--- config.mk ---
export PLATFORM = sky130hd
export DESIGN_NAME = bus_terminal_fifo
export DESIGN_NICKNAME = d
export VERILOG_FILES = /design/src/rtl/bus_terminal_fifo.sv
export SDC_FILE = /design/constraint.sdc
export NUM_CORES = 1
export LEC_CHECK = 0
export CORE_UTILIZATION = 55
export DETAILED_ROUTE_END_ITERATION = 10
export PLACE_DENSITY_LB_ADDON = 0.15
export REMOVE_ABC_BUFFERS = 1
export SETUP_SLACK_MARGIN = 0.02
export SYNTH_ARGS = -nofsm -noshare
export SYNTH_HDL_FRONTEND = slang
export SYNTH_SLANG_ARGS = --single-unit
--- constraint.sdc ---
create_clock -name clk -period 5.85 [get_ports clk]
set_input_delay 0.8775 -clock clk [delete_from_list [all_inputs] [get_ports clk]]
set_output_delay 0.8775 -clock clk [all_outputs]
set_load 0.03 [all_outputs]
--- src/rtl/bus_terminal_fifo.sv ---
// Bus terminal: a TX FIFO drained by the bus and an ID-filtered RX FIFO read by the device,
// both first-word-fall-through with registered heads, plus saturating loss counters.

module bus_terminal_fifo_q #(
   parameter int W     = 16,
   parameter int DEPTH = 8
) (
   input  logic         clk,
   input  logic         reset,
   input  logic         wr_req,
   input  logic [W-1:0] wr_data,
   input  logic         rd_req,
   output logic [W-1:0] head,
   output logic         vld,
   output logic         full
);
   localparam int            AW       = $clog2(DEPTH);
   localparam logic [AW:0]   FULL_CNT = (AW+1)'(DEPTH);
   localparam logic [AW:0]   ONE_CNT  = (AW+1)'(1);

   logic [W-1:0]  mem [DEPTH];
   logic [AW-1:0] wr_ptr, rd_ptr, rd_nxt;
   logic [AW:0]   cnt;
   logic          do_wr, do_rd;

   assign vld    = (cnt != '0);
   assign full   = (cnt == FULL_CNT);
   assign do_rd  = rd_req & vld;
   // A full FIFO still accepts a write when the head leaves on the same edge.
   assign do_wr  = wr_req & (~full | do_rd);
   assign rd_nxt = rd_ptr + 1'b1;

   // NOTE: storage has no reset; validity is tracked entirely by cnt, so clearing it is enough.
   always_ff @(posedge clk) begin
      if (do_wr) mem[wr_ptr] <= wr_data;
   end

   always_ff @(posedge clk or negedge reset) begin
      if (!reset) begin
         wr_ptr <= '0;
         rd_ptr <= '0;
         cnt    <= '0;
         head   <= '0;
      end else begin
         if (do_wr) wr_ptr <= wr_ptr + 1'b1;
         if (do_rd) rd_ptr <= rd_nxt;
         case ({do_wr, do_rd})
            2'b10:   cnt <= cnt + 1'b1;
            2'b01:   cnt <= cnt - 1'b1;
            default: cnt <= cnt;
         endcase
         // Head register mirrors the entry that will be at rd_ptr after this edge.
         if (do_rd) begin
            if (cnt != ONE_CNT) head <= mem[rd_nxt];
            else if (do_wr)     head <= wr_data;
         end else if (!vld && do_wr) begin
            head <= wr_data;
         end
      end
   end
endmodule

module bus_terminal_fifo #(
   parameter int                PCKG_SZ   = 16,
   parameter int                DEPTH     = 8,
   parameter int                ID_W      = 8,
   parameter logic [ID_W-1:0]   ID        = '0,
   parameter logic [ID_W-1:0]   BROADCAST = '1
) (
   input  logic               clk,
   input  logic               reset,
   input  logic               tx_wr,
   input  logic [PCKG_SZ-1:0] tx_data,
   output logic               tx_full,
   output logic               pndng,
   output logic [PCKG_SZ-1:0] D_pop,
   input  logic               pop,
   input  logic               push,
   input  logic [PCKG_SZ-1:0] D_push,
   output logic               rx_vld,
   output logic [PCKG_SZ-1:0] rx_data,
   input  logic               rx_rd,
   output logic [7:0]         tx_ovf_cnt,
   output logic [7:0]         rx_drop_cnt
);
   logic [ID_W-1:0] dest;
   logic            match, rx_full, tx_lost, rx_drop;

   assign dest    = D_push[PCKG_SZ-1 -: ID_W];
   assign match   = (dest == ID) || (dest == BROADCAST);
   assign tx_lost = tx_wr & tx_full & ~pop;
   assign rx_drop = push & (~match | (rx_full & ~rx_rd));

   bus_terminal_fifo_q #(.W(PCKG_SZ), .DEPTH(DEPTH)) u_tx (
      .clk     (clk),
      .reset   (reset),
      .wr_req  (tx_wr),
      .wr_data (tx_data),
      .rd_req  (pop),
      .head    (D_pop),
      .vld     (pndng),
      .full    (tx_full)
   );

   bus_terminal_fifo_q #(.W(PCKG_SZ), .DEPTH(DEPTH)) u_rx (
      .clk     (clk),
      .reset   (reset),
      .wr_req  (push & match),
      .wr_data (D_push),
      .rd_req  (rx_rd),
      .head    (rx_data),
      .vld     (rx_vld),
      .full    (rx_full)
   );

   always_ff @(posedge clk or negedge reset) begin
      if (!reset) begin
         tx_ovf_cnt  <= '0;
         rx_drop_cnt <= '0;
      end else begin
         if (tx_lost && tx_ovf_cnt != 8'hFF)  tx_ovf_cnt  <= tx_ovf_cnt + 1'b1;
         if (rx_drop && rx_drop_cnt != 8'hFF) rx_drop_cnt <= rx_drop_cnt + 1'b1;
      end
   end
endmodule

# Word-level counts from Yosys, hierarchy flattened
# Memory sizes are Yosys's and may differ from the RTL's.
# Index checks and enable logic that the tools add are counted.
[op_classes] n_addsub=10 multipliers=0 n_div=0 order_cmp=0 eq_ne=13 shifts=0 mux=14 bitwise_logic=17 reduce_logical=16
[op_table] operator="$mux 16" count=8
[op_table] operator="$add 8x1->8 const B" count=2
[op_table] operator="$ne 8x8->1 const B" count=2
[op_table] operator="$pmux 4 s2" count=2
[op_table] operator="$add 3x1->3 const B" count=4
[op_table] operator="$and 1x1->1" count=9
[op_table] operator="$add 4x1->4 const B" count=2
[op_table] operator="$eq 4x4->1 const B" count=2
[op_table] operator="$eq 8x8->1 const B" count=1
[op_table] operator="$logic_not 8->1" count=1
[op_table] operator="$ne 4x1->1 const B" count=2
[op_table] operator="$reduce_bool 2->1" count=4
[op_table] operator="$reduce_bool 4->1" count=2
[op_table] operator="$sub 4x1->4 const B" count=2
[op_table] operator="$ne 3x2->1 const B" count=2
[op_table] operator="$not 1->1" count=5
[op_table] operator="$eq 2x1->1 const B" count=2
[op_table] operator="$eq 2x2->1 const B" count=2
[op_table] operator="$logic_and 1x1->1" count=4
[op_table] operator="$mux 1" count=4
[op_table] operator="$reduce_and 2->1" count=2
[op_table] operator="$or 1x1->1" count=3
[op_table] operator="$logic_not 1->1" count=2
[op_table] operator="$logic_or 1x1->1" count=1
[word_totals] ff_bits=68 latch_bits=0 ram_bits=256 romBits=0 in_bits=38 output_inout_bits=51 wordCells=82 n_memories=2
[memory_table] memory="u_rx.mem" words=8 width=16 read_ports=1 rd_ports_with_merged_regs=0 wr=1 line="21" text="logic [W-1:0] mem [DEPTH];"
[memory_table] memory="u_tx.mem" words=8 width=16 read_ports=1 rd_ports_with_merged_regs=0 wr=1 line="21"

# Depth between registers and ports, before layout
# Gate-level depths: netlist of run 1.
[logic_depth] word_depth=7 ltp_mapped=8 ltp_nobuf=7

# By module
# Synthesis of run 1 repeated with hierarchy kept, for this count alone.
[hier_totals] cells_unflattened=857 area_unflattened_um2=13439.1
[by_module_without_submodules] module="bus_terminal_fifo_q at u_rx" instances=1 cells_per_inst=396 area_each_um2=6314.8 seq_area_each_um2=4494.3
[by_module_without_submodules] module="bus_terminal_fifo_q at u_tx" instances=1 cells_per_inst=386 area_each_um2=6286.0 seq_area_each_um2=4494.3
[by_module_without_submodules] module="bus_terminal_fifo" instances=1 cells_per_inst=75 area_each_um2=838.3 seq_area_each_um2=400.4

# Worst setup path after synthesis of run 1
# OpenSTA, ideal clock, no wires.
[synth_path] kind="input -> register" start="input port D_push[14]" end="memory u_rx.mem[0][0] (enable)" setup_time_ns=0.430 arrival_ns=3.497 required_time_ns=5.420 setup_slack_ns=1.923 stages=5 n_path_buf=0 path_cell_list="nor4_1 nand2_2 a21oi_2 nand2_4 nor4_1"
[synth_between] elab_chain_cells=6 word_cells_on_any_way=7 classes_between="1 x eq/ne; 2 x mux; 2 x bitwise; 2 x reduce/logical"
[synth_rtl] element="from (decl)" line="79" text="input logic [PCKG_SZ-1:0] D_push,"
[synth_rtl] element="$eq 8x8->1 or $logic_not 8->1 (tied branches)" line="90" text="assign match = (dest == ID) || (dest == BROADCAST);"
[synth_rtl] element="$logic_or 1x1->1 *" line="90"
[synth_rtl] element="$and 1x1->1 *" line="108" text=".wr_req (push & match),"
[synth_rtl] element="$and 1x1->1 *" line="30" text="assign do_wr = wr_req & (~full | do_rd);"
[synth_rtl] element="$mux 1 *" line="35" text="if (do_wr) mem[wr_ptr] <= wr_data;"
[synth_rtl] element="$mux 1 (implied by the code) *" line="35"
[synth_rtl] element="to (decl)" line="21"
# Mark *: on every way between the ends. The rest lies on a longest branch, timed or not.

# Worst setup path after layout of run 1
[layout_path] start="input port D_push[14]" end="memory u_rx.mem[3][4] (enable)"
# The elaborated chain is that of the path after synthesis.

==> key figures, run 1 <==
Job
  • Max_cap viols: 0

Drt
  • Number of vias per cell: 5.80
  • Post-route ant nets: 0
  • Post-route DRC: 0
  • DR WL met2: 12900 um
  • Starting DRT DRC Count: 528
  • Met1 WL: 11200 um
  • Initial DRT Pass Iterations: 5
  • WL per Instance: 21.3 um
  • DR WL met3: 1340 um
  • Top sig layer: met4
  • Via count: 7073
  • Routed WL: 26000 um

Clocking
  • Setup Fix Bufs, Post-CTS: 0
  • Inserted Clock Buffers: 34
  • CTS tree: done
  • Hold_buf cts: 0
  • CTS Sinks: 324
  • Clk slew on worst S/H paths: 0.06 ns
  • Worst skew pair latency: 0.50 ns
  • Clock root cell: clkbuf_16
  • Post-CTS Resized: 0
  • H-tree depth: 2
  • Clk buf depth: 3

Timing
  • Final Skew: 0.0126 ns
  • Hold Vio Cnt, Final: 0
  • Max Slew Vio Count: 0
  • Period utilisation layout: 63.2%
  • Slew HR: 21.9%
  • Minimum clock period: 3.70 ns
  • Fin Setup TNS: 0 ns
  • Worst slew pin tran: 1.17 ns
  • Highest Clock Rate: 270 MHz
  • Final setup viols: 0
  • RSZ-0062 raised after global routing: no

Pwr
  • Maximum VDD drop: 0.449 mV
  • Pwr Density: 512 nW/um2
  • Int Pwr: 5400 uW
  • Clock power share: 25.8%
  • Switching share of power: 32.3%
  • Reg power frac: 38.0%
  • Leak: 0.00545 uW
  • Comb pwr share: 36.1%
  • Net Sw Power: 2580 uW

Synth
  • Post-Syn Area: 13200 um2
  • Register area share after synthesis: 71.2%
  • Post-synth EDFFs: 256
  • Seq cells post-synth: 324
  • Async S/R FF share, synth: 21.0%
  • Syn avg cell area: 17.1 um2
  • Synth unique cells: 52
  • Synth warnings: 0
  • Most frequently used flop master after synthesis: edfxtp_1
  • Post-Syn Instances: 772

Finish
  • Fraction of layout cells with a size suffix above 1: 18.7%
  • Syn-to-layout area delta: 18.1%
  • Antenna Cells: 0
  • Final instance area: 15600 um2
  • Nets@finish: 925
  • Fill cells: 1579
  • Cell Count, Final, Fillers Out: 1219

Min path
  • Worst hold endpoint: u_tx.head[5]
  • Hold crit path type: reg2reg
  • Hold Path Depth: 2
  • Hold_sp: u_tx.head[5]

Floorplanning
  • Chip Width: 157 um
  • # IOs: 89
  • Initial core utilization: 56.2%
  • Core area: 23500 um2
  • Row cnt: 56
  • Die H: 157 um
  • Die footprint: 24600 um2

Placement
  • HPWL after DPL: 15600 um
  • Placed cell areas: 14500 um2
  • # placed instances: 1158
  • Buffers on Ports: 88
  • GPL Wtd Cong: 0.809

Critical path
  • R2r worst-path depth: 6
  • Setup crit end kind: flop
  • Required time of the critical path: 5.97 ns
  • Worst r2r src: u_tx.cnt[1]
  • Crit Path Category: in2reg
  • Reg-to-reg setup timing slack: 2.86 ns
  • CP arrival: 3.82 ns
  • Crit-path max FO: 16
  • Crit Reg-Reg Endpoint: u_tx.mem[2][3]
  • Crit start category: primary input

Run status
  • Outcome: finished, final reports clean

Global routing
  • First-pass GRT wire length: 40700 um
  • Overflow after GRT: 0
  • Global Route Usage Sum: 22.3%
  • Vias in the first global route: 7431
  • Initial antenna violation count: 0
  • Largest net degree at the start of global routing: 69
-- final cells by class --
class	count	area (um2)	share of cell area, %
flip-flops and latches	324	9390	60.3
inverters	10	37.5	0.241
repair buffers	102	983	6.31
clock buffers	51	1010	6.47
well taps	319	399	2.56
multi-input cells	403	3690	23.7
clock inverters	10	70.1	0.450
-- Yosys cell counts, types with 4 or more instances --
master / number / area share, %
and2_1: 10 / 0.47
clkbuf_1: 13 / 0.37
nand2b_1: 7 / 0.33
mux2i_1: 26 / 2.0
mux4_2: 64 / 11
inv_1: 10 / 0.28
nand2_1: 77 / 2.2
nor2_1: 33 / 0.94
nor3_2: 8 / 0.61
xnor2_1: 14 / 0.93
nand4_1: 5 / 0.24
o21ai_0: 36 / 1.4
dfrtp_1: 68 / 13
nand3_1: 20 / 0.76
xor2_1: 14 / 0.93
buf_2: 17 / 0.64
ha_1: 12 / 1.1
a21oi_1: 4 / 0.15
edfxtp_1: 256 / 58
nor4_1: 8 / 0.38
o311a_1: 8 / 0.61
nor3_1: 21 / 0.80
-- state kept, by name (all words and copies together), names as in the netlist, 4 cells and up --
| signal | count |
|---|---|
| u_tx.cnt | 4 |
| u_tx.mem | 128 |
| rx_drop_cnt | 8 |
| tx_ovf_cnt | 8 |
| u_rx.cnt | 4 |
| u_rx.mem | 128 |
| u_tx.head | 16 |
| u_rx.head | 16 |
-- metrics by stage --
step	hold slack [ns]	worst slack [ns]	power (uW)	util, %
detailed placement	0.469	1.68	6000	61.8
finish	0.473	2.15	7980	66.4
CTS	0.482	2.16	8050	66.4
global route	0.502	1.92	8380	66.4
floorplan	0.450	1.92	5070	-
global placement	0.462	1.78	5900	61.8
-- power by group through the flow --
stage / clock network (uW) / registers (uW) / logic [uW]
after floorplan: 0 / 3380 / 1690
after global placement: 0 / 3050 / 2860
after detailed placement: 0 / 3070 / 2930
after CTS: 2090 / 3030 / 2930
after global routing: 2190 / 3070 / 3130
final: 2060 / 3030 / 2880
-- worst max-delay path, stage by stage --
cell             delay (ns)
clkdlybuf4s50_1        0.59
nor4_1                 0.55
nand2_2                0.20
a21oi_2                0.50
nand3_1                0.28
nor2_2                 0.80
-- cells by family (layout without fill, tap and decap cells) --
kind of cell / Yosys count / in the layout / share of synthesized area [%]
and+or+nand+nor: 204 / 204 / 7.59
xor gates and xnor gates: 28 / 28 / 1.86
DFF: 324 / 324 / 71.2
muxes: 93 / 93 / 13.2
adders and majority gates: 12 / 12 / 1.14
buffers and inverters: 45 / 173 / 1.65
AOI/OAI and AO/OA: 66 / 66 / 3.42
-- how the worst max path moves through the flow --
stage	start	to	depth (start not counted)
floorplan	D_push[14]	u_rx.mem[0][0]	5
global placement	D_push[14]	u_rx.mem[3][2]	6
detailed placement	D_push[14]	u_rx.mem[3][3]	6
CTS	D_push[14]	u_rx.mem[3][4]	6
global route	D_push[14]	u_rx.mem[3][2]	6
finish	D_push[14]	u_rx.mem[3][4]	6
-- routing by layer --
layer / up-vias / GRT usage (%)
met1: 3628 / 29.9
met5: - / 0
met4: 0 / 7.24
met2: 199 / 37.0
met3: 46 / 4.15
li1: 3200 / -
-- layout by cell type (no fill, tap or decap), types with 10 or more instances in the layout --
master,n
and2_1,10
buf_4,15
clkbuf_1,11
clkbuf_16,37
clkdlybuf4s50_1,87
dfrtp_1,67
edfxtp_1,256
ha_1,11
inv_1,10
mux2i_1,26
mux4_2,64
nand2_1,77
nand3_1,20
nor2_1,25
nor3_1,15
nor3_2,12
o21ai_0,36
xnor2_1,14
xor2_1,12
(Power assumes the default switching activity.)
==> inputs of run 2 (changes only) <==
Clock period 5.85 ns to 3.5 ns, I/O delays scaled along.
==> key figures, run 2 (synthesis gave the netlist of run 1 again) <==
Run status
  • Outcome: finished, final reports clean

Critical path
  • Required time of the critical path: 2.97 ns
  • Crit start category: flop
  • Crit-path max FO: 7
  • CP arrival: 2.47 ns
  • Crit Path Category: reg2out
  • Setup crit end kind: output pin

Global routing
  • Global Route Usage Sum: 22.6%
  • GRT met2 Usage: 36.4%
  • Vias in the first global route: 7535
  • First-pass GRT wire length: 41300 um
  • Met3 usage: 3.54%
  • Met1 Resource Use GR: 31.3%
  • Largest net degree at the start of global routing: 69
  • Initial antenna violation count: 1
  • Grt peak-use layer: met2
  • Overflow after GRT: 0

Timing
  • Highest Clock Rate: 334 MHz
  • Minimum clock period: 3.00 ns
  • Worst slew pin tran: 1.01 ns
  • Slew HR: 32.3%
  • Period utilisation layout: 85.6%
  • RSZ-0062 raised after global routing: no
  • Max Slew Vio Count: 0
  • Fin Setup TNS: 0 ns
  • Hold Vio Cnt, Final: 0
  • Final Skew: 0.0106 ns
  • Final setup viols: 0

Clocking
  • CTS tree: done
  • Clk buf depth: 3
  • Worst skew pair latency: 0.51 ns
  • H-tree depth: 2
  • Inserted Clock Buffers: 34
  • Clock root cell: clkbuf_16
  • Post-CTS Resized: 0
  • Clk slew on worst S/H paths: 0.06 ns
  • CTS Sinks: 324
  • Hold_buf cts: 0
  • Setup Fix Bufs, Post-CTS: 0

Placement
  • GPL Wtd Cong: 0.817
  • HPWL after DPL: 15600 um
  • Placed cell areas: 14600 um2
  • Buffers on Ports: 88

Drt
  • WL per Instance: 21.3 um
  • Via count: 7191
  • Number of vias per cell: 5.82
  • Post-route DRC: 0
  • Starting DRT DRC Count: 509
  • Routed WL: 26300 um
  • Initial DRT Pass Iterations: 5
  • Post-route ant nets: 0

Floorplanning
  • Core area: 23500 um2
  • # IOs: 89
  • Chip Width: 157 um
  • Row cnt: 56
  • Initial core utilization: 56.2%
  • Die H: 157 um
  • Die footprint: 24600 um2

Min path
  • Hold crit path type: in2async

Finish
  • Final instance area: 15700 um2
  • Syn-to-layout area delta: 19.0%
  • Commonest non-fill, non-tap cell in the layout: edfxtp_1
  • Antenna Cells: 0
  • Largest registers: u_rx.mem x128, u_tx.mem x128
  • Nets@finish: 941
  • Commonest non-fill, non-tap cells in the layout: 256 x edfxtp_1, 87 x clkdlybuf4s50_1, 77 x nand2_1, 67 x dfrtp_1, 64 x mux4_2
  • Fraction of layout cells with a size suffix above 1: 19.7%

Pwr
  • Pwr Total: 13500 uW
  • Reg power frac: 37.5%
  • Maximum VDD drop: 0.514 mV
  • Net Sw Power: 4380 uW
  • Clock power share: 26.3%
  • Comb pwr share: 36.2%
  • Pwr Density: 859 nW/um2
  • Leak: 0.00555 uW
  • Int Pwr: 9110 uW
  • Switching share of power: 32.5%

Job
  • Max_cap viols: 0
==> run 2: cell types whose count changed in the layout (fill, tap and decap cells not counted), sizes merged <==
cell | previous run | this run
inv | 10 | 12
clkinv | 9 | 14
buf | 15 | 31
bufinv | 1 | 4
clkinvlp | 0 | 1
clkbuf | 51 | 41
==> run 2: path summary, 6_finish.rpt <==
check | from | end | slack, ns | cells after the start
hold reg to reg | u_tx.head[9] | u_tx.head[9] | 0.48 | 2
setup / recovery | u_rx.cnt[1] | rx_vld | 0.50 | 4
min in group clk | u_tx.head[9] | u_tx.head[9] | 0.48 | 2
setup reg to reg | u_tx.cnt[1] | u_tx.mem[4][4] | 1.09 | 7
hold / removal | reset | u_tx.cnt[0] | 0.17 | 1
max in group asynchronous | reset | u_tx.rd_ptr[0] | 2.68 | 1
==> run 2: cell type report <==
cell class,instances,area [um2]
tap,319,399
inverter,10,37.5
clock buffer,41,887
fill,1559,7770
timing repair buffer,118,1120
sequential,324,9390
multi-input combinational,403,3650
clock inverter,21,220
==> run 2: power groups by stage <==
stage	registers (uW)	logic (uW)	clock network, uW
4_1_cts	5050	4960	3600
6_report	5050	4890	3550
2_1_floorplan	5650	2830	0
5_1_grt	5110	5300	3770
3_5_place_dp	5120	4920	0
3_3_place_gp	5080	4810	0
==> run 2: worst max-delay path, cell delays in order, from the launching register on <==
cell             delay (ns)
dfrtp_1                0.44
inv_1                  0.11
ha_1                   0.27
or3b_1                 0.51
clkdlybuf4s50_1        0.64
==> run 2: layer usage <==
| layer | part of all wire (%) | vias to the layer above |
|---|---|---|
| met1 | 43 | 3688 |
| met5 | 0.042 | - |
| met2 | 49 | 200 |
| li1 | - | 3235 |
| met3 | 4.8 | 66 |
| met4 | 2.9 | 2 |
==> run 2: metrics by stage <==
stage               instances  worst slack [ns]  utilization, %  hold slack (ns)
floorplan                 737            -0.122               -            0.229
global placement         1174             0.382            62.2            0.464
detailed placement       1174             0.288            62.2            0.471
CTS                      1236             0.492            66.9            0.217
global route             1236             0.430            66.9            0.247
finish                   1236             0.504            66.9            0.173
